**src/rtl/colour_tracker_pkg.sv**
```systemverilog
// -----------------------------------------------------------------------------
// colour_tracker_pkg
// Shared types and compile-time helpers for the colour centroid tracker:
//   - tracker_state_t : result-computation FSM states
//   - x_width / cnt_width / zone_width : derived vector widths
//   - zone_boundary   : first column that belongs to steering zone k
// -----------------------------------------------------------------------------
package colour_tracker_pkg;

  typedef enum logic [1:0] {
    ST_IDLE,
    ST_DIVIDE,
    ST_ZONE,
    ST_PUBLISH
  } tracker_state_t;

  // Width of a column index 0..h_active-1.
  function automatic int x_width(input int h_active);
    return $clog2(h_active);
  endfunction

  // Width of a per-frame hit count 0..h_active*v_active.
  function automatic int cnt_width(input int h_active, input int v_active);
    return $clog2(h_active * v_active + 1);
  endfunction

  // Width of a zone index 0..num_zones-1.
  function automatic int zone_width(input int num_zones);
    return $clog2(num_zones);
  endfunction

  // Smallest column c with floor(c*num_zones/h_active) >= k, i.e.
  // ceil(k*h_active/num_zones). Comparing the centroid against these
  // constants replaces a run-time multiply and divide.
  function automatic int zone_boundary(input int k, input int h_active,
                                       input int num_zones);
    return (k * h_active + num_zones - 1) / num_zones;
  endfunction

endpackage

```
**src/rtl/seq_divider.sv**
```systemverilog
// -----------------------------------------------------------------------------
// seq_divider
// Unsigned restoring divider, one quotient bit per clock, SUM_W clocks per
// division. A zero divisor yields a zero quotient and still takes SUM_W clocks.
//   clk, reset : clock, synchronous active-high reset
//   start      : load dividend/divisor and begin (restarts a busy divider)
//   dividend   : SUM_W-bit numerator
//   divisor    : SUM_W-bit denominator
//   busy       : division in progress
//   done       : high in the cycle whose clock edge writes the last quotient
//                bit; quotient is final from the following cycle
//   quotient   : SUM_W-bit result, held until the next start
// -----------------------------------------------------------------------------
module seq_divider #(
  parameter int SUM_W = 29
) (
  input  logic             clk,
  input  logic             reset,
  input  logic             start,
  input  logic [SUM_W-1:0] dividend,
  input  logic [SUM_W-1:0] divisor,
  output logic             busy,
  output logic             done,
  output logic [SUM_W-1:0] quotient
);

  localparam int CW = $clog2(SUM_W + 1);

  logic [SUM_W-1:0] rem;
  logic [SUM_W-1:0] dvs;
  logic [CW-1:0]    cnt;
  logic [SUM_W:0]   trial;
  logic [SUM_W-1:0] diff;
  logic             ge;

  // The quotient register doubles as the dividend shift register: its MSB is
  // shifted into the partial remainder while the new quotient bit enters at
  // the LSB.
  always_comb begin
    trial = {rem, quotient[SUM_W-1]};
    // trial < 2*dvs whenever ge is set, so the low SUM_W bits are exact.
    diff  = trial[SUM_W-1:0] - dvs;
    ge    = (dvs != '0) && (trial >= {1'b0, dvs});
  end

  assign done = busy && (cnt == CW'(1));

  // NOTE: clocked state uses non-blocking assignments so every register
  // samples pre-edge values, independent of statement order.
  always_ff @(posedge clk) begin
    if (reset) begin
      busy     <= 1'b0;
      cnt      <= '0;
      rem      <= '0;
      dvs      <= '0;
      quotient <= '0;
    end else if (start) begin
      busy     <= 1'b1;
      cnt      <= CW'(SUM_W);
      rem      <= '0;
      dvs      <= divisor;
      quotient <= dividend;
    end else if (busy) begin
      rem      <= ge ? diff : trial[SUM_W-1:0];
      quotient <= {quotient[SUM_W-2:0], ge};
      cnt      <= cnt - CW'(1);
      if (cnt == CW'(1)) busy <= 1'b0;
    end
  end

endmodule

```
**src/rtl/colour_centroid_tracker.sv**
```systemverilog
// -----------------------------------------------------------------------------
// colour_centroid_tracker
// Per-frame centroid tracker for NUM_CH colour-classifier flags. Accumulates
// hit count and column sum per channel over the active area; at each frame
// boundary it divides (shared sequential divider) to get the mean column,
// quantises it into NUM_ZONES steering zones and publishes the results.
//   clk, reset   : pixel clock, synchronous active-high reset
//   frame_start  : one-cycle pulse before the first active pixel of a frame
//   pixel_valid  : active-area pixel strobe
//   hit          : per-channel classifier flags, qualified by pixel_valid
//   result_valid : one-cycle pulse when the result outputs have been updated
//   detected     : per-channel count >= MIN_PIXELS for the last frame
//   centroid_x   : per-channel mean column, channel k at [k*X_W +: X_W]
//   zone         : per-channel steering zone, channel k at [k*Z_W +: Z_W]
//   overrun      : one-cycle pulse when frame_start cut a computation short
// -----------------------------------------------------------------------------
module colour_centroid_tracker
  import colour_tracker_pkg::*;
#(
  parameter int NUM_CH     = 2,
  parameter int H_ACTIVE   = 640,
  parameter int V_ACTIVE   = 480,
  parameter int NUM_ZONES  = 5,
  parameter int MIN_PIXELS = 64
) (
  input  logic                                      clk,
  input  logic                                      reset,
  input  logic                                      frame_start,
  input  logic                                      pixel_valid,
  input  logic [NUM_CH-1:0]                         hit,
  output logic                                      result_valid,
  output logic [NUM_CH-1:0]                         detected,
  output logic [NUM_CH*x_width(H_ACTIVE)-1:0]       centroid_x,
  output logic [NUM_CH*zone_width(NUM_ZONES)-1:0]   zone,
  output logic                                      overrun
);

  localparam int X_W   = x_width(H_ACTIVE);
  localparam int CNT_W = cnt_width(H_ACTIVE, V_ACTIVE);
  localparam int SUM_W = X_W + CNT_W;
  localparam int Z_W   = zone_width(NUM_ZONES);
  localparam int CH_W  = (NUM_CH > 1) ? $clog2(NUM_CH) : 1;

  // ---------------------------------------------------------------------------
  // Column counter and per-channel accumulators
  // ---------------------------------------------------------------------------
  logic [X_W-1:0]   x;
  logic [X_W-1:0]   x_cur;
  logic [CNT_W-1:0] acc_cnt [NUM_CH];
  logic [SUM_W-1:0] acc_sum [NUM_CH];
  logic [CNT_W-1:0] shd_cnt [NUM_CH];
  logic [SUM_W-1:0] shd_sum [NUM_CH];
  logic [CNT_W-1:0] cnt_inc [NUM_CH];
  logic [SUM_W-1:0] sum_inc [NUM_CH];
  logic [SUM_W:0]   sum_ext [NUM_CH];

  // A pixel coinciding with frame_start belongs to the new frame at column 0.
  assign x_cur = frame_start ? '0 : x;

  // Saturating increments: accumulators stick at all-ones instead of wrapping.
  always_comb begin
    for (int k = 0; k < NUM_CH; k++) begin
      cnt_inc[k] = (&acc_cnt[k]) ? acc_cnt[k] : acc_cnt[k] + CNT_W'(1);
      sum_ext[k] = {1'b0, acc_sum[k]} + (SUM_W + 1)'(x_cur);
      sum_inc[k] = sum_ext[k][SUM_W] ? '1 : sum_ext[k][SUM_W-1:0];
    end
  end

  // NOTE: the accumulator and shadow arrays are small register files, not
  // RAM, so they are cleared by reset like any other state.
  always_ff @(posedge clk) begin
    if (reset) begin
      x <= '0;
      for (int k = 0; k < NUM_CH; k++) begin
        acc_cnt[k] <= '0;
        acc_sum[k] <= '0;
        shd_cnt[k] <= '0;
        shd_sum[k] <= '0;
      end
    end else begin
      if (pixel_valid)
        x <= (x_cur == X_W'(H_ACTIVE - 1)) ? '0 : x_cur + X_W'(1);
      else if (frame_start)
        x <= '0;

      for (int k = 0; k < NUM_CH; k++) begin
        if (frame_start) begin
          shd_cnt[k] <= acc_cnt[k];
          shd_sum[k] <= acc_sum[k];
          acc_cnt[k] <= (pixel_valid && hit[k]) ? CNT_W'(1) : '0;
          acc_sum[k] <= '0;  // a same-cycle pixel sits at column 0
        end else if (pixel_valid && hit[k]) begin
          acc_cnt[k] <= cnt_inc[k];
          acc_sum[k] <= sum_inc[k];
        end
      end
    end
  end

  // ---------------------------------------------------------------------------
  // Result FSM and shared divider
  // ---------------------------------------------------------------------------
  tracker_state_t   state, state_n;
  logic [CH_W-1:0]  ch, ch_n;
  logic             div_start;
  logic             div_busy;
  logic             div_done;
  logic [SUM_W-1:0] div_dividend;
  logic [SUM_W-1:0] div_divisor;
  logic [SUM_W-1:0] div_quotient;

  // NOTE: every always_comb output gets a default before any branch so no
  // path can leave it unassigned and infer a latch.
  always_comb begin
    state_n   = state;
    ch_n      = ch;
    div_start = 1'b0;
    case (state)
      ST_IDLE:    ;
      ST_DIVIDE:  if (div_done || !div_busy) state_n = ST_ZONE;
      ST_ZONE: begin
        if (ch == CH_W'(NUM_CH - 1)) begin
          state_n = ST_PUBLISH;
        end else begin
          ch_n      = ch + CH_W'(1);
          state_n   = ST_DIVIDE;
          div_start = 1'b1;
        end
      end
      ST_PUBLISH: state_n = ST_IDLE;
      default:    state_n = ST_IDLE;
    endcase
    // A new frame always wins: restart from channel 0 on the fresh snapshot.
    if (frame_start) begin
      state_n   = ST_DIVIDE;
      ch_n      = '0;
      div_start = 1'b1;
    end
  end

  // On frame_start the shadow registers are loaded at the same edge as the
  // divider, so channel 0's operands come straight from the accumulators.
  always_comb begin
    if (frame_start) begin
      div_dividend = acc_sum[0];
      div_divisor  = SUM_W'(acc_cnt[0]);
    end else begin
      div_dividend = shd_sum[ch_n];
      div_divisor  = SUM_W'(shd_cnt[ch_n]);
    end
  end

  seq_divider #(.SUM_W(SUM_W)) u_div (
    .clk      (clk),
    .reset    (reset),
    .start    (div_start),
    .dividend (div_dividend),
    .divisor  (div_divisor),
    .busy     (div_busy),
    .done     (div_done),
    .quotient (div_quotient)
  );

  always_ff @(posedge clk) begin
    if (reset) begin
      state <= ST_IDLE;
      ch    <= '0;
    end else begin
      state <= state_n;
      ch    <= ch_n;
    end
  end

  // ---------------------------------------------------------------------------
  // Zone quantisation, pending results and published outputs
  // ---------------------------------------------------------------------------
  logic           det_c;
  logic [X_W-1:0] cx_c;
  logic [Z_W-1:0] zone_c;

  // The mean of columns 0..H_ACTIVE-1 always fits in X_W bits.
  always_comb begin
    det_c  = shd_cnt[ch] >= CNT_W'(MIN_PIXELS);
    cx_c   = det_c ? div_quotient[X_W-1:0] : '0;
    zone_c = '0;
    for (int k = 1; k < NUM_ZONES; k++)
      if (int'(cx_c) >= zone_boundary(k, H_ACTIVE, NUM_ZONES))
        zone_c = zone_c + Z_W'(1);
  end

  logic [NUM_CH-1:0]     pend_det;
  logic [NUM_CH*X_W-1:0] pend_cx;
  logic [NUM_CH*Z_W-1:0] pend_zone;

  always_ff @(posedge clk) begin
    if (reset) begin
      pend_det     <= '0;
      pend_cx      <= '0;
      pend_zone    <= '0;
      detected     <= '0;
      centroid_x   <= '0;
      zone         <= '0;
      result_valid <= 1'b0;
      overrun      <= 1'b0;
    end else begin
      result_valid <= 1'b0;
      overrun      <= frame_start && (state != ST_IDLE);
      // frame_start abandons the in-flight results: nothing is stored or
      // published in that cycle.
      if (!frame_start) begin
        if (state == ST_ZONE) begin
          pend_det[ch]                     <= det_c;
          pend_cx[int'(ch)*X_W +: X_W]     <= cx_c;
          pend_zone[int'(ch)*Z_W +: Z_W]   <= zone_c;
        end
        if (state == ST_PUBLISH) begin
          detected     <= pend_det;
          centroid_x   <= pend_cx;
          zone         <= pend_zone;
          result_valid <= 1'b1;
        end
      end
    end
  end

endmodule

```
**config.mk**
```make
export PLATFORM = sky130hd
export DESIGN_NAME = colour_centroid_tracker
export DESIGN_NICKNAME = d
export VERILOG_FILES = /design/src/rtl/colour_tracker_pkg.sv /design/src/rtl/seq_divider.sv /design/src/rtl/colour_centroid_tracker.sv
export SDC_FILE = /design/constraint.sdc
export NUM_CORES = 1
export LEC_CHECK = 0
export CELL_PAD_IN_SITES_DETAIL_PLACEMENT = 1
export CELL_PAD_IN_SITES_GLOBAL_PLACEMENT = 2
export CORE_ASPECT_RATIO = 1.5
export CORE_UTILIZATION = 44
export DETAILED_ROUTE_END_ITERATION = 16
export HOLD_SLACK_MARGIN = 0.02
export PLACE_DENSITY_LB_ADDON = 0.05
export SLEW_MARGIN = 20
export SYNTH_ARGS = -nofsm -noshare
export SYNTH_HDL_FRONTEND = slang
export SYNTH_SLANG_ARGS = --single-unit
export TNS_END_PERCENT = 1
```
**constraint.sdc**
```tcl
create_clock -name clk -period 15 [get_ports clk]
set_clock_uncertainty 0.2 [all_clocks]
set_input_delay 3 -clock clk [delete_from_list [all_inputs] [get_ports clk]]
set_output_delay 3 -clock clk [all_outputs]
set_load 0.03 [all_outputs]
```
==> results of run 1 <==
## worst max-delay path: stages
cell                       delay, ns
sky130_fd_sc_hd__buf_2          0.21
sky130_fd_sc_hd__nand2b_1       0.26
sky130_fd_sc_hd__inv_1          0.13
sky130_fd_sc_hd__ha_1           0.29
sky130_fd_sc_hd__a21o_1         0.11
sky130_fd_sc_hd__a21oi_1        0.09
sky130_fd_sc_hd__o21bai_1       0.15
sky130_fd_sc_hd__a21oi_1        0.14
sky130_fd_sc_hd__nand4b_1       0.28
sky130_fd_sc_hd__a311oi_4       0.47
sky130_fd_sc_hd__nand3b_1       0.83
sky130_fd_sc_hd__and4_1         0.55
sky130_fd_sc_hd__a211oi_1       0.24
## metal layers
layer	share of wire, %	vias up	wire length, microns
li1	-	6295	-
met1	45	6196	19220
met2	51	122	21660
met3	2.3	57	965
met4	2.0	0	870
met5	0	-	0
## power by group through the flow
stage                     combinational [mW]  sequential [mW]  clock, mW
after floorplan                        0.222             1.09          0
after global placement                 0.267             1.11          0
after detailed placement               0.274             1.11          0
after CTS                              0.276             1.09      0.960
after global routing                   0.307             1.09      0.993
final                                  0.276             1.08      0.936
## final cells by class
class	count	area share, %
Multi-Input combinational cell	1265	41.39
Inverter	49	0.9643
Clock inverter	14	0.7443
Timing Repair Buffer	51	2.459
Sequential cell	345	45.63
Clock buffer	54	5.605
Tap cell	495	3.204
## layout by cell type (no fill, tap or decap), types with 18 or more instances in the layout
cell and count:
sky130_fd_sc_hd__edfxtp_1 191, sky130_fd_sc_hd__a21oi_1 184, sky130_fd_sc_hd__nor2_1 175, sky130_fd_sc_hd__nand2_1 153
sky130_fd_sc_hd__dfxtp_1 153, sky130_fd_sc_hd__and2_1 99, sky130_fd_sc_hd__mux2i_1 74, sky130_fd_sc_hd__a211oi_1 71
sky130_fd_sc_hd__xor2_1 67, sky130_fd_sc_hd__nand3_1 63, sky130_fd_sc_hd__inv_1 47, sky130_fd_sc_hd__ha_1 47
sky130_fd_sc_hd__xnor2_1 41, sky130_fd_sc_hd__clkbuf_16 40, sky130_fd_sc_hd__o21ai_0 37, sky130_fd_sc_hd__clkdlybuf4s50_1 33
sky130_fd_sc_hd__nor3_1 27, sky130_fd_sc_hd__a221oi_1 20, sky130_fd_sc_hd__and3_1 19, sky130_fd_sc_hd__nor2b_1 18
## cells in the mapped netlist, types with 27 or more instances
cell type / count / share of area (%)
sky130_fd_sc_hd__inv_1: 49 / 1.1
sky130_fd_sc_hd__a211oi_1: 71 / 3.1
sky130_fd_sc_hd__mux2i_1: 74 / 4.3
sky130_fd_sc_hd__edfxtp_1: 191 / 33
sky130_fd_sc_hd__o21ai_0: 38 / 1.1
sky130_fd_sc_hd__xnor2_1: 41 / 2.1
sky130_fd_sc_hd__a21oi_1: 184 / 5.3
sky130_fd_sc_hd__dfxtp_1: 154 / 18
sky130_fd_sc_hd__ha_1: 47 / 3.4
sky130_fd_sc_hd__nor2_1: 179 / 3.9
sky130_fd_sc_hd__nand2_1: 153 / 3.3
sky130_fd_sc_hd__nor3_1: 27 / 0.78
sky130_fd_sc_hd__clkbuf_1: 84 / 1.8
sky130_fd_sc_hd__xor2_1: 67 / 3.4
sky130_fd_sc_hd__and2_1: 99 / 3.6
sky130_fd_sc_hd__nand3_1: 64 / 1.8
## worst paths after layout
kind	start	end	slack (ns)	cells past startpoint
worst min-delay path	centroid_x[1]	centroid_x[1]	0.25	2
worst min register to register	centroid_x[1]	centroid_x[1]	0.25	2
worst max register to register	x[0]	acc_sum[1][28]	10.75	11
worst max-delay path	frame_start	acc_sum[1][28]	8.38	13
## metrics by stage
| step | setup WS (ns) | area [sq um] | instances | total power [mW] | hold slack, ns |
|---|---|---|---|---|---|
| 2_1_floorplan | 7.819 | 17350 | 1758 | 1.307 | 0.2322 |
| 4_1_cts | 8.358 | 19310 | 2272 | 2.324 | 0.2562 |
| 3_5_place_dp | 7.770 | 18080 | 2204 | 1.381 | 0.2472 |
| 6_report | 8.385 | 19330 | 2273 | 2.295 | 0.2518 |
| 3_3_place_gp | 7.970 | 18080 | 2204 | 1.373 | 0.2425 |
| 5_1_grt | 8.019 | 19330 | 2273 | 2.389 | 0.2728 |
## registers in the layout, indices dropped and copies added (netlist names)
register / flops
detected: 2
u_div.quotient: 29
shd_sum: 57
u_div.rem: 29
pend_cx: 20
ch: 1
acc_cnt: 38
u_div.busy: 1
state: 2
pend_det: 2
centroid_x: 20
overrun: 1
x: 10
u_div.cnt: 5
u_div.dvs: 19
shd_cnt: 38
acc_sum: 58
result_valid: 1
zone: 6
pend_zone: 6
## cell families after synthesis
| family | Yosys count | synth area share [%] |
|---|---|---|
| xor gates and xnor gates | 108 | 5.451 |
| adders and majority gates | 50 | 3.735 |
| and+or+nand+nor | 661 | 18.99 |
| DFF | 345 | 50.82 |
| muxes | 75 | 4.334 |
| AOI/OAI and AO/OA | 371 | 13.30 |
| buffers and inverters | 148 | 3.375 |
==> results.yml, run 1 <==
run_status:
  status: "finished clean"
final_layout:
  seq_area_sq_um: 8822
  fillerInstances: 4267
  multi_input_comb_area_sq_um: 8001
  areaGrowthSynthToFinish_pct: 11.41
  utilization_pct: 50.02
  n_antenna_cell: 0
  finalNetCount: 1805
  final_layout_size_suffix_gt1_share_pct: 6.018
global_route:
  met1_usage_pct: 27.31
  wire_length_of_the_first_global_routing_pass_microns: 69580
  grt_busiest_layer: "met2"
  met2_usage_pct: 38.36
  vias_in_the_first_global_route: 13220
  antenna_found_initial: 0
  grt_overflow_total: 0
  grt_max_degree: 96
  global_route.usage.met3_pct: 2.501
  groute.usage.overall_pct: 21.60
floorplan:
  rows: 88
  chipHeight_microns: 245.2
  start_util_pct: 44.90
  die_area_sq_um: 40250
  pin_count: 36
  floorplan.core_area_sq_um: 38650
  die_x_microns: 164.1
clocking:
  hold_buffers: 0
  cts_root_buffer: "sky130_fd_sc_hd__clkbuf_16"
  cts_inserted_buffers: 37
  cts_setup_buffers: 0
  tritoncts: "built"
  cts_max_level: 2
  cts_max_path_buffers: 3
  clock_sink_count: 345
  post_cts_resized: 0
  path_clk_slew_ns: 0.06
  clk-insertion-delay-late_ns: 0.54
worst_setup_path:
  cp.required_ns: 15.13
  criticalPathCategory: "primary input to flip-flop"
  critical_path.max_fanout: 24
  start_kind: "primary input"
  worst_setup_path_end_kind: "flip-flop"
  timing.critical_path.arrival_ns: 6.75
power:
  ir_drop_uv: 90.04
  p_sw_share_pct: 25.60
  comb_power_share_pct: 12.0
  clkPwrFrac_pct: 40.8
  switching_power_mw: 0.5874
  power.leakage_nw: 7.069
  power_density_nw_per_um2: 118.7
  cell_internal_pwr_mw: 1.707
  p_seq_share_pct: 47.2
logic_synthesis:
  post_synth_inst_count: 1758
  syn_area_per_cell_sq_um: 9.870
  number_of_synthesized_register_bits: 345
  ys.warnings.count: 0
  summed_instance_area_of_the_synthesized_netlist_sq_um: 17350
  ys_types: 71
  seq_area_frac_synth_pct: 50.82
  synth-async-reset-ratio_pct: 0
  synthFlopType: "sky130_fd_sc_hd__edfxtp_1"
  syn_nets: 1814
  number_of_flops_mapped_to_enable_cells_by_yosys: 191
timing:
  report.final.hold_viol_count: 0
  grt_setup_unrepaired: "false"
  setup_violations: 0
  fin_crit_ns: 6.615
  slew_violations: 0
  maxClockFrequency_mhz: 151.2
  relSlewSlack_pct: 29.67
  max_slew.worst_pin.slew_ns: 1.055
  final_period_util_pct: 44.10
  totalNegativeSetupSlack_ns: 0
job:
  max-cap-violations: 0
placed_design:
  port_buffers: 35
  routabilityCongestion: 0.8134
  dp_hpwl_microns: 29230
detailed_routing:
  via_count: 12670
  detailed_route_iter0_violations: 709
  drcViolationCount: 0
  drt_pass1_iterations: 4
  wirelength_microns: 42720
  detail_route.wl_per_cell_microns: 18.79
  drtAntennaViolNets: 0
  avgViaCountPerCell: 5.574
hold_path:
  holdCritPathClass: "flip-flop to flip-flop"
Power figures use the tool's default switching activity.
==> run 2, diff against run 1 <==
Settings changed: CORE_UTILIZATION 44 to 41.
Clock period 15 ns to 6.85 ns, I/O delays scaled along.
==> run 2 against run 1 <==
Via count shrank 0.27%; design area grew 0.66%; register-to-register slack lost 7.6 ns; power grew 120%; worst setup slack lost 6.3 ns; sequential cell count is the same; hold slack lost 0.0010 ns; combinational power grew 120%.
==> results.yml, run 2 (synthesized netlist as in run 1, its figures left out) <==
clocking:
  clock_sink_count: 345
  cts_max_level: 2
  cts_root_buffer: "sky130_fd_sc_hd__clkbuf_16"
  cts_setup_buffers: 0
  cts_max_path_buffers: 3
  clk-insertion-delay-late_ns: 0.55
  hold_buffers: 0
  post_cts_resized: 0
  tritoncts: "built"
  path_clk_slew_ns: 0.06
  cts_inserted_buffers: 38
final_layout:
  largest_register: "acc_sum"
  most-common-layout-cells: "191 x sky130_fd_sc_hd__edfxtp_1, 184 x sky130_fd_sc_hd__a21oi_1, 175 x sky130_fd_sc_hd__nor2_1"
  areaGrowthSynthToFinish_pct: 12.15
  fillerInstances: 4673
  final_layout_size_suffix_gt1_share_pct: 6.562
  n_antenna_cell: 0
  utilization_pct: 46.95
  largest_reg_flops: 58
  finalNetCount: 1809
  reg.largest.list: "acc_sum x58, shd_sum x57"
  final_common_cell: "sky130_fd_sc_hd__edfxtp_1"
timing:
  setup_violations: 0
  report.final.hold_viol_count: 0
  totalNegativeSetupSlack_ns: 0
  slew_violations: 0
  relSlewSlack_pct: 33.72
  maxClockFrequency_mhz: 210.7
  grt_setup_unrepaired: "false"
  fin_crit_ns: 4.746
  fin_hold_ws_ns: 0.2508
  final_period_util_pct: 69.29
  max_slew.worst_pin.slew_ns: 0.9941
worst_setup_path:
  criticalPathCategory: "primary input to flip-flop"
  cell_by_cell_trace_of_the_critical_path: "buf_2, nand2b_1, inv_1, ha_1, a21o_1, a21oi_2, nand2b_2, a211oi_1, o31a_1, or2_0, and3_1, nand2_2, a21oi_1"
  start_kind: "primary input"
  regToRegSetupSlack_ns: 3.12
  timing.critical_path.depth: 13
  worst_setup_path_end_kind: "flip-flop"
  crit_end: "acc_sum[0][19]"
  critical_path_buf_inv_count: 2
  worst_path_dominant_cell_family: "simple AND/OR/NAND/NOR gates"
  timing.rr.start: "u_div.quotient[28]"
  timing.critical_path.arrival_ns: 4.92
  slowest_stage_cell_cp: "sky130_fd_sc_hd__buf_2"
  cp.required_ns: 7.03
  reg2reg_to: "u_div.rem[28]"
  reg2regPathDepth: 13
  critical_path.startpoint: "frame_start"
  maximum_single_stage_delay_on_the_critical_path_ns: 0.50
  critical_path.max_fanout: 31
placed_design:
  port_buffers: 35
  routabilityCongestion: 0.7917
  dp_hpwl_microns: 29860
floorplan:
  die_x_microns: 170.0
  floorplan.core_area_sq_um: 41440
  die_area_sq_um: 43160
  start_util_pct: 41.87
  rows: 91
  chipHeight_microns: 254.0
  pin_count: 36
global_route:
  vias_in_the_first_global_route: 12990
  groute.usage.overall_pct: 20.48
  antenna_found_initial: 0
  grt_max_degree: 95
  grt_overflow_total: 0
  wire_length_of_the_first_global_routing_pass_microns: 70410
detailed_routing:
  detailed_route_iter0_violations: 574
  drtAntennaViolNets: 0
  via_count: 12640
  wirelength_microns: 43240
  drcViolationCount: 0
  drt_pass1_iterations: 4
  detail_route.wl_per_cell_microns: 18.47
  avgViaCountPerCell: 5.398
power:
  power_density_nw_per_um2: 259.1
  p_total_mw: 5.042
  ir_drop_uv: 162.5
  power.leakage_nw: 7.098
run_status:
  status: "finished clean"
job:
  max-cap-violations: 0
hold_path:
  holdCritPathClass: "flip-flop to flip-flop"
[run 2: cell types whose count changed in the layout (fill, tap and decap cells not counted), sizes merged]
cell and change:
bufinv -1, clkinv +2, clkinvlp +2, buf +3
clkbuf -1
[run 2: per-layer routing]
metal / track usage (%) / share of wire (%) / up-vias
met5: 0 / 0 / -
met4: 5.714 / 2.2 / 0
met3: 2.352 / 2.5 / 49
met2: 35.54 / 49 / 132
met1: 26.73 / 46 / 6188
li1: - / - / 6267
[run 2: layout make-up]
class / instances / area (sq um) / area share (%)
multi-input cells: 1265 / 8001 / 41.12
inverters: 49 / 186.4 / 0.9580
flip-flops and latches: 345 / 8822 / 45.34
clock inverters: 17 / 155.1 / 0.7973
clock buffers: 53 / 1099 / 5.645
repair buffers: 54 / 498.0 / 2.559
well taps: 558 / 698.2 / 3.588
[run 2: worst min-delay path by stage]
stage                      start             end  slack (ns)  cells after the start
floorplan             pend_cx[0]   centroid_x[0]        0.23                      2
global placement     pend_cx[15]  centroid_x[15]        0.24                      2
detailed placement  pend_zone[4]         zone[4]        0.25                      2
CTS                 pend_zone[4]         zone[4]        0.25                      2
global route        pend_zone[4]         zone[4]        0.27                      2
finish               detected[0]     detected[0]        0.25                      2
[run 2: report_power, final]
part	switching [mW]	internal [mW]	leakage (nW)
clock	0.866	1.20	0.618
sequential	0.0894	2.28	3.40
combinational	0.357	0.242	3.08
total	1.31	3.73	7.10
[run 2: metrics by stage]
| step | instances | setup slack [ns] | instance area, sq um |
|---|---|---|---|
| after floorplan | 1758 | 1.299 | 17350 |
| after global placement | 2270 | 1.660 | 18180 |
| after detailed placement | 2270 | 1.520 | 18190 |
| after CTS | 2340 | 2.103 | 19440 |
| after global routing | 2341 | 1.772 | 19460 |
| final | 2341 | 2.104 | 19460 |
[run 2: tightest hold or removal path, cell delays in order, from the launching register on]
cell,delay (ns)
sky130_fd_sc_hd__dfxtp_1,0.30
sky130_fd_sc_hd__nand2_1,0.05
sky130_fd_sc_hd__a21oi_1,0.05
==> run 3, diff against run 2 <==
Clock period 6.85 ns to 4.5 ns, I/O delays scaled along.
==> run 3 against run 2 <==
Sequential cell count unchanged; largest cell class unchanged; clock-buffer cell count up 2; clock power up 45%.
==> results.yml, run 3 (synthesized netlist as in run 1, its figures left out) <==
run_status:
  status: "finished clean"
timing:
  report.final.hold_viol_count: 0
  slew_violations: 0
  relSlewSlack_pct: 35.79
  final_period_util_pct: 86.34
  fin_crit_ns: 3.885
  setup_violations: 0
  max_slew.worst_pin.slew_ns: 0.9631
  totalNegativeSetupSlack_ns: 0
  grt_setup_unrepaired: "false"
  maxClockFrequency_mhz: 257.4
global_route:
  groute.usage.overall_pct: 20.86
  grt_busiest_layer: "met2"
  vias_in_the_first_global_route: 13320
  antenna_found_initial: 0
  met2_usage_pct: 39.27
  wire_length_of_the_first_global_routing_pass_microns: 71370
  grt_max_degree: 99
  met1_usage_pct: 24.76
  global_route.usage.met3_pct: 2.383
  grt_overflow_total: 0
worst_setup_path:
  maximum_single_stage_delay_on_the_critical_path_ns: 0.43
  critical_path.startpoint: "frame_start"
  criticalPathCategory: "primary input to flip-flop"
  timing.critical_path.arrival_ns: 4.07
  reg2reg_to: "u_div.rem[28]"
  worst_setup_path_end_kind: "flip-flop"
  crit_end: "acc_sum[0][1]"
  start_kind: "primary input"
  timing.rr.start: "u_div.quotient[28]"
  cell_by_cell_trace_of_the_critical_path: "buf_2, nand2b_1, inv_1, ha_1, a21o_1, a21oi_2, nand2b_2, a211oi_1, o31a_1, or2_0, and3_1, nand2_2, a21oi_1"
  cp.required_ns: 4.68
  reg2regPathDepth: 12
  critical_path.max_fanout: 22
  regToRegSetupSlack_ns: 0.81
  slowest_stage_cell_cp: "sky130_fd_sc_hd__and3_1"
final_layout:
  largest_register: "acc_sum"
  finalNetCount: 1824
  n_antenna_cell: 0
  final_layout_size_suffix_gt1_share_pct: 6.789
  final_common_cell: "sky130_fd_sc_hd__edfxtp_1"
  areaGrowthSynthToFinish_pct: 12.56
  seq_area_sq_um: 8822
  multi_input_comb_area_sq_um: 8001
  fillerInstances: 4678
  most-common-layout-cells: "191 x sky130_fd_sc_hd__edfxtp_1, 184 x sky130_fd_sc_hd__a21oi_1, 175 x sky130_fd_sc_hd__nor2_1"
  fin_area_sq_um: 19530
  utilization_pct: 47.13
  reg.largest.list: "acc_sum x58, shd_sum x57"
  largest_reg_flops: 58
clocking:
  post_cts_resized: 0
  tritoncts: "built"
  clock_sink_count: 345
  path_clk_slew_ns: 0.06
  clk-insertion-delay-late_ns: 0.54
  cts_max_level: 2
  cts_inserted_buffers: 38
  cts_max_path_buffers: 3
  hold_buffers: 0
  cts_setup_buffers: 0
  cts_root_buffer: "sky130_fd_sc_hd__clkbuf_16"
detailed_routing:
  detailed_route_iter0_violations: 482
  drt_pass1_iterations: 4
  via_count: 12740
  drtAntennaViolNets: 0
  wirelength_microns: 43870
  detail_route.wl_per_cell_microns: 18.63
  avgViaCountPerCell: 5.411
  drcViolationCount: 0
floorplan:
  start_util_pct: 41.87
  floorplan.core_area_sq_um: 41440
  die_x_microns: 170.0
  rows: 91
  pin_count: 36
  chipHeight_microns: 254.0
  die_area_sq_um: 43160
power:
  power_density_nw_per_um2: 386.7
  p_total_mw: 7.553
  ir_drop_uv: 270.9
  power.leakage_nw: 7.143
placed_design:
  dp_hpwl_microns: 30640
  routabilityCongestion: 0.8021
  port_buffers: 35
  post_detailed_placement_cell_area_sq_um: 18360
hold_path:
  holdCritPathClass: "flip-flop to flip-flop"
  min_from: "centroid_x[13]"
job:
  max-cap-violations: 0
[run 3: changes by cell type in the layout (fill, tap and decap cells not counted), sizes merged]
cell      previous run  this run
buf                 21        36
clkbuf              53        55
inv                 51        49
clkinvlp             2         1
[run 3: metal layers]
| metal | part of all wire [%] | wire (microns) | vias up |
|---|---|---|---|
| met2 | 53 | 23400 | 106 |
| met5 | 0 | 0 | - |
| met4 | 2.0 | 891 | 0 |
| met3 | 2.1 | 915 | 58 |
| li1 | - | - | 6304 |
| met1 | 43 | 18660 | 6275 |
[run 3: area by class of cell]
type,count,area share (%)
multi-input combinational,1265,40.97
tap,558,3.575
clock buffer,55,5.407
sequential,345,45.17
inverter,49,0.9609
clock inverter,14,0.6022
timing repair buffer,69,3.318
[run 3: worst min path at each step]
stage	depth (start not counted)	slack, ns	end
after floorplan	2	0.23	centroid_x[0]
after global placement	2	0.24	centroid_x[3]
after detailed placement	2	0.25	centroid_x[3]
after CTS	2	0.26	centroid_x[5]
after global routing	2	0.27	pend_cx[10]
final	2	0.25	centroid_x[13]
[run 3: worst max-delay path: cells and delay by family]
kind,cells,cell delay [ns]
AOI/OAI and AO/OA,5,0.98
adders and majority gates,1,0.29
buffers and inverters,2,0.36
and+or+nand+nor,5,1.51
[run 3: power breakdown]
part           switching, mW  total [mW]  internal (mW)
combinational          0.546       0.927          0.380
clock                   1.27        3.01           1.75
sequential             0.140        3.61           3.47
[run 3: per-stage QoR]
stage               hold WS, ns  worst slack (ns)  cells
finish                   0.2530            0.6149   2355
detailed placement       0.2483           0.07995   2286
CTS                      0.2570            0.6515   2355
global route             0.2659            0.3915   2355
global placement         0.2396            0.1751   2286
floorplan                0.2322            0.2009   1758
==> patch: new RTL, config.mk and constraints of run 2 <==
Put one more register stage on the output `zone`, cleared by the reset. The value now appears one clock later. The other outputs are not delayed to match.
--- a/src/rtl/colour_centroid_tracker.sv
+++ b/src/rtl/colour_centroid_tracker.sv
@@ -42,4 +42,6 @@
   localparam int CH_W  = (NUM_CH > 1) ? $clog2(NUM_CH) : 1;
 
+  logic [NUM_CH*zone_width(NUM_ZONES)-1:0] zone_s0;
+
   // ---------------------------------------------------------------------------
   // Column counter and per-channel accumulators
@@ -200,5 +202,5 @@
       detected     <= '0;
       centroid_x   <= '0;
-      zone         <= '0;
+      zone_s0      <= '0;
       result_valid <= 1'b0;
       overrun      <= 1'b0;
@@ -217,5 +219,5 @@
           detected     <= pend_det;
           centroid_x   <= pend_cx;
-          zone         <= pend_zone;
+          zone_s0      <= pend_zone;
           result_valid <= 1'b1;
         end
@@ -224,4 +226,12 @@
   end
 
+  always_ff @(posedge clk) begin
+    if (reset) begin
+      zone <= '0;
+    end else begin
+      zone <= zone_s0;
+    end
+  end
+
 endmodule
 
Formal check against the unedited RTL: no difference found for any inputs over 4 cycles, from zero or initial values and one cycle with reset high; that may be too few to reach the edited logic, so the function may still have changed.
==> patch against run 2 <==
Synthesized area shrank 0.38%. Synthesized cell count grew 2.3%. Critical path depth is 2 lower. Sequential cell count unchanged. Setup slack worse by 0.16 ns. Total power down 1.9%. Critical endpoint is now acc_sum[0][18]$_SDFFCE_PN0P_. First-iteration DRC count increased by 0.52%. Sequential share of layout area is 0.12 points higher. Wire length up 3.3%. Final area is 0.94% lower. Die area is 0.38% lower. Clock power decreased by 6%.
==> patch: results (changes against run 2) <==
The final routed wirelength across all metal layers came out at 44.7 mm (+3.3%). The maximum VDD drop is 0.000174 V (+7.2%). The flow ran to the end, and the final reports show no timing, DRC or antenna violations. The largest registers in the layout are acc_sum: 58 flops, shd_sum: 57 flops, acc_cnt: 38 flops. The leakage power of the design is 6.88 nW (-3.1%). The number of library cell types mapped by synthesis is 75 (+5.6%). The HPWL after detailed placement came out at 30.4 mm (+1.7%). The count of fill cells added during filler insertion is 4636 (-0.79%). The sequential area share after synthesis came out at 0.507 (-0.00152). CTS placed an instance of sky130_fd_sc_hd__clkbuf_16 at the clock tree root.

The routability congestion estimate from global placement is 0.807 (+1.9%). The number of warnings issued by yosys is 0 (unchanged). The maximum fanout along the worst path was 53 (+71%). The count of flip-flops with a built-in enable after synthesis is 185 (-3.1%). The end-of-flow core utilization is 0.466 (-0.00313). The share of final-layout standard cells stronger than drive strength 1 came out at 0.0635 (-0.00215). The number of nets produced by synthesis came out at 1854 (+2.2%).

The largest net degree at the start of global routing came to 89 (-6.3%). The global routing usage summed across all routing layers came out at 0.213 (+0.00809). The post-placement setup slack was 1.37 ns (-0.152 ns). The number of nets at the end of the flow is 1841 (+1.8%). The number of DRC violations after detailed-routing iteration 0 came out at 577 (+0.52%). By count the netlist is led by 224 x sky130_fd_sc_hd__a21oi_1, 195 x sky130_fd_sc_hd__nand2_1, 185 x sky130_fd_sc_hd__edfxtp_1, 160 x sky130_fd_sc_hd__dfxtp_1, 143 x sky130_fd_sc_hd__nor2_1. The register-to-register path setup slack is 2.92 ns (-0.20 ns). The parity-gate share of the synthesized area counting xor and xnor cells is 0.0512 (-0.00334). The via density per instance is 5.46 (+1.2%). The first-pass GRT wire length is 72.8 mm (+3.4%). The number of instances in the synthesized netlist came out at 1798 (+2.3%). The hold slack came out at 0.253 ns (+0.00215 ns). The actual transition at the worst max-transition pin came out at 1.08 ns (+0.0889 ns).

The via count of the first global-routing pass came out at 13400 (+3.0%). The area share of fa/ha/maj cells after synthesis came out at 0.0375 (+0.000143). The achievable clock frequency is 0.204 GHz (-3.2%). The min-delay analysis places its worst path in the category register to register. The arrival time of data at the critical path endpoint was 5.05 ns (+0.13 ns). The final standard cell count with taps included and fillers excluded came out at 2370 (+1.2%). Yosys attributes the largest share of cell area to sky130_fd_sc_hd__edfxtp_1 32%, sky130_fd_sc_hd__dfxtp_1 19%, sky130_fd_sc_hd__a21oi_1 6.5%. The number of antenna violations at the first check in global routing came out at 0 (unchanged).

The cell count of the worst reg-to-reg path was 9 (-4). The post-synthesis compound-gate area fraction came out at 0.158 (+0.0249). The total placed instance area is 18100 µm² (-0.38%).

The number of cells in the design after placement is 2304 (+1.5%). The post-synthesis mux area share is 0.0209 (-0.0224). The number of antenna repair diodes came out at 0 (unchanged). The number of buffers inserted during clock tree synthesis is 37 (-2.6%).
-- patch: layer usage --
| metal | track usage | wire length [µm] | vias up |
|---|---|---|---|
| met4 | 0.0556 | 887 | 0 |
| li1 | - | - | 6379 |
| met2 | 0.379 | 22500 | 121 |
| met3 | 0.0238 | 1040 | 62 |
| met5 | 0 | 0 | - |
| met1 | 0.272 | 20300 | 6378 |
-- patch: final cells by class --
cell class / instances / share of cell area
tap: 558 / 0.0362
clock buffer: 47 / 0.0532
multi-input combinational: 1290 / 0.412
sequential: 345 / 0.455
inverter: 54 / 0.0106
timing repair buffer: 57 / 0.0265
clock inverter: 19 / 0.00662
-- patch: worst max-delay path, cell delays in order --
cell,delay (ns)
sky130_fd_sc_hd__buf_4,0.44
sky130_fd_sc_hd__nand2b_1,0.30
sky130_fd_sc_hd__inv_1,0.12
sky130_fd_sc_hd__ha_1,0.29
sky130_fd_sc_hd__a21o_1,0.11
sky130_fd_sc_hd__a21oi_1,0.11
sky130_fd_sc_hd__o41ai_1,0.47
sky130_fd_sc_hd__a211oi_1,0.20
sky130_fd_sc_hd__or4b_1,1.01
sky130_fd_sc_hd__nor2b_1,0.34
sky130_fd_sc_hd__a211oi_1,0.25
-- patch: path summary, 6_finish.rpt --
check                              from                           end
min          centroid_x[7]$_SDFFE_PP0P_    centroid_x[7]$_SDFFE_PP0P_
max reg2reg             x[7]$_SDFF_PP0_  acc_sum[0][18]$_SDFFCE_PN0P_
min reg2reg  centroid_x[7]$_SDFFE_PP0P_    centroid_x[7]$_SDFFE_PP0P_
max                         frame_start  acc_sum[0][18]$_SDFFCE_PN0P_
-- patch: where the power goes --
group          internal (W)  total (W)  switching (W)  leakage, nW
sequential          0.00227    0.00236      0.0000902         3.38
combinational      0.000242   0.000634       0.000392         2.92
clock               0.00110    0.00195       0.000854        0.575
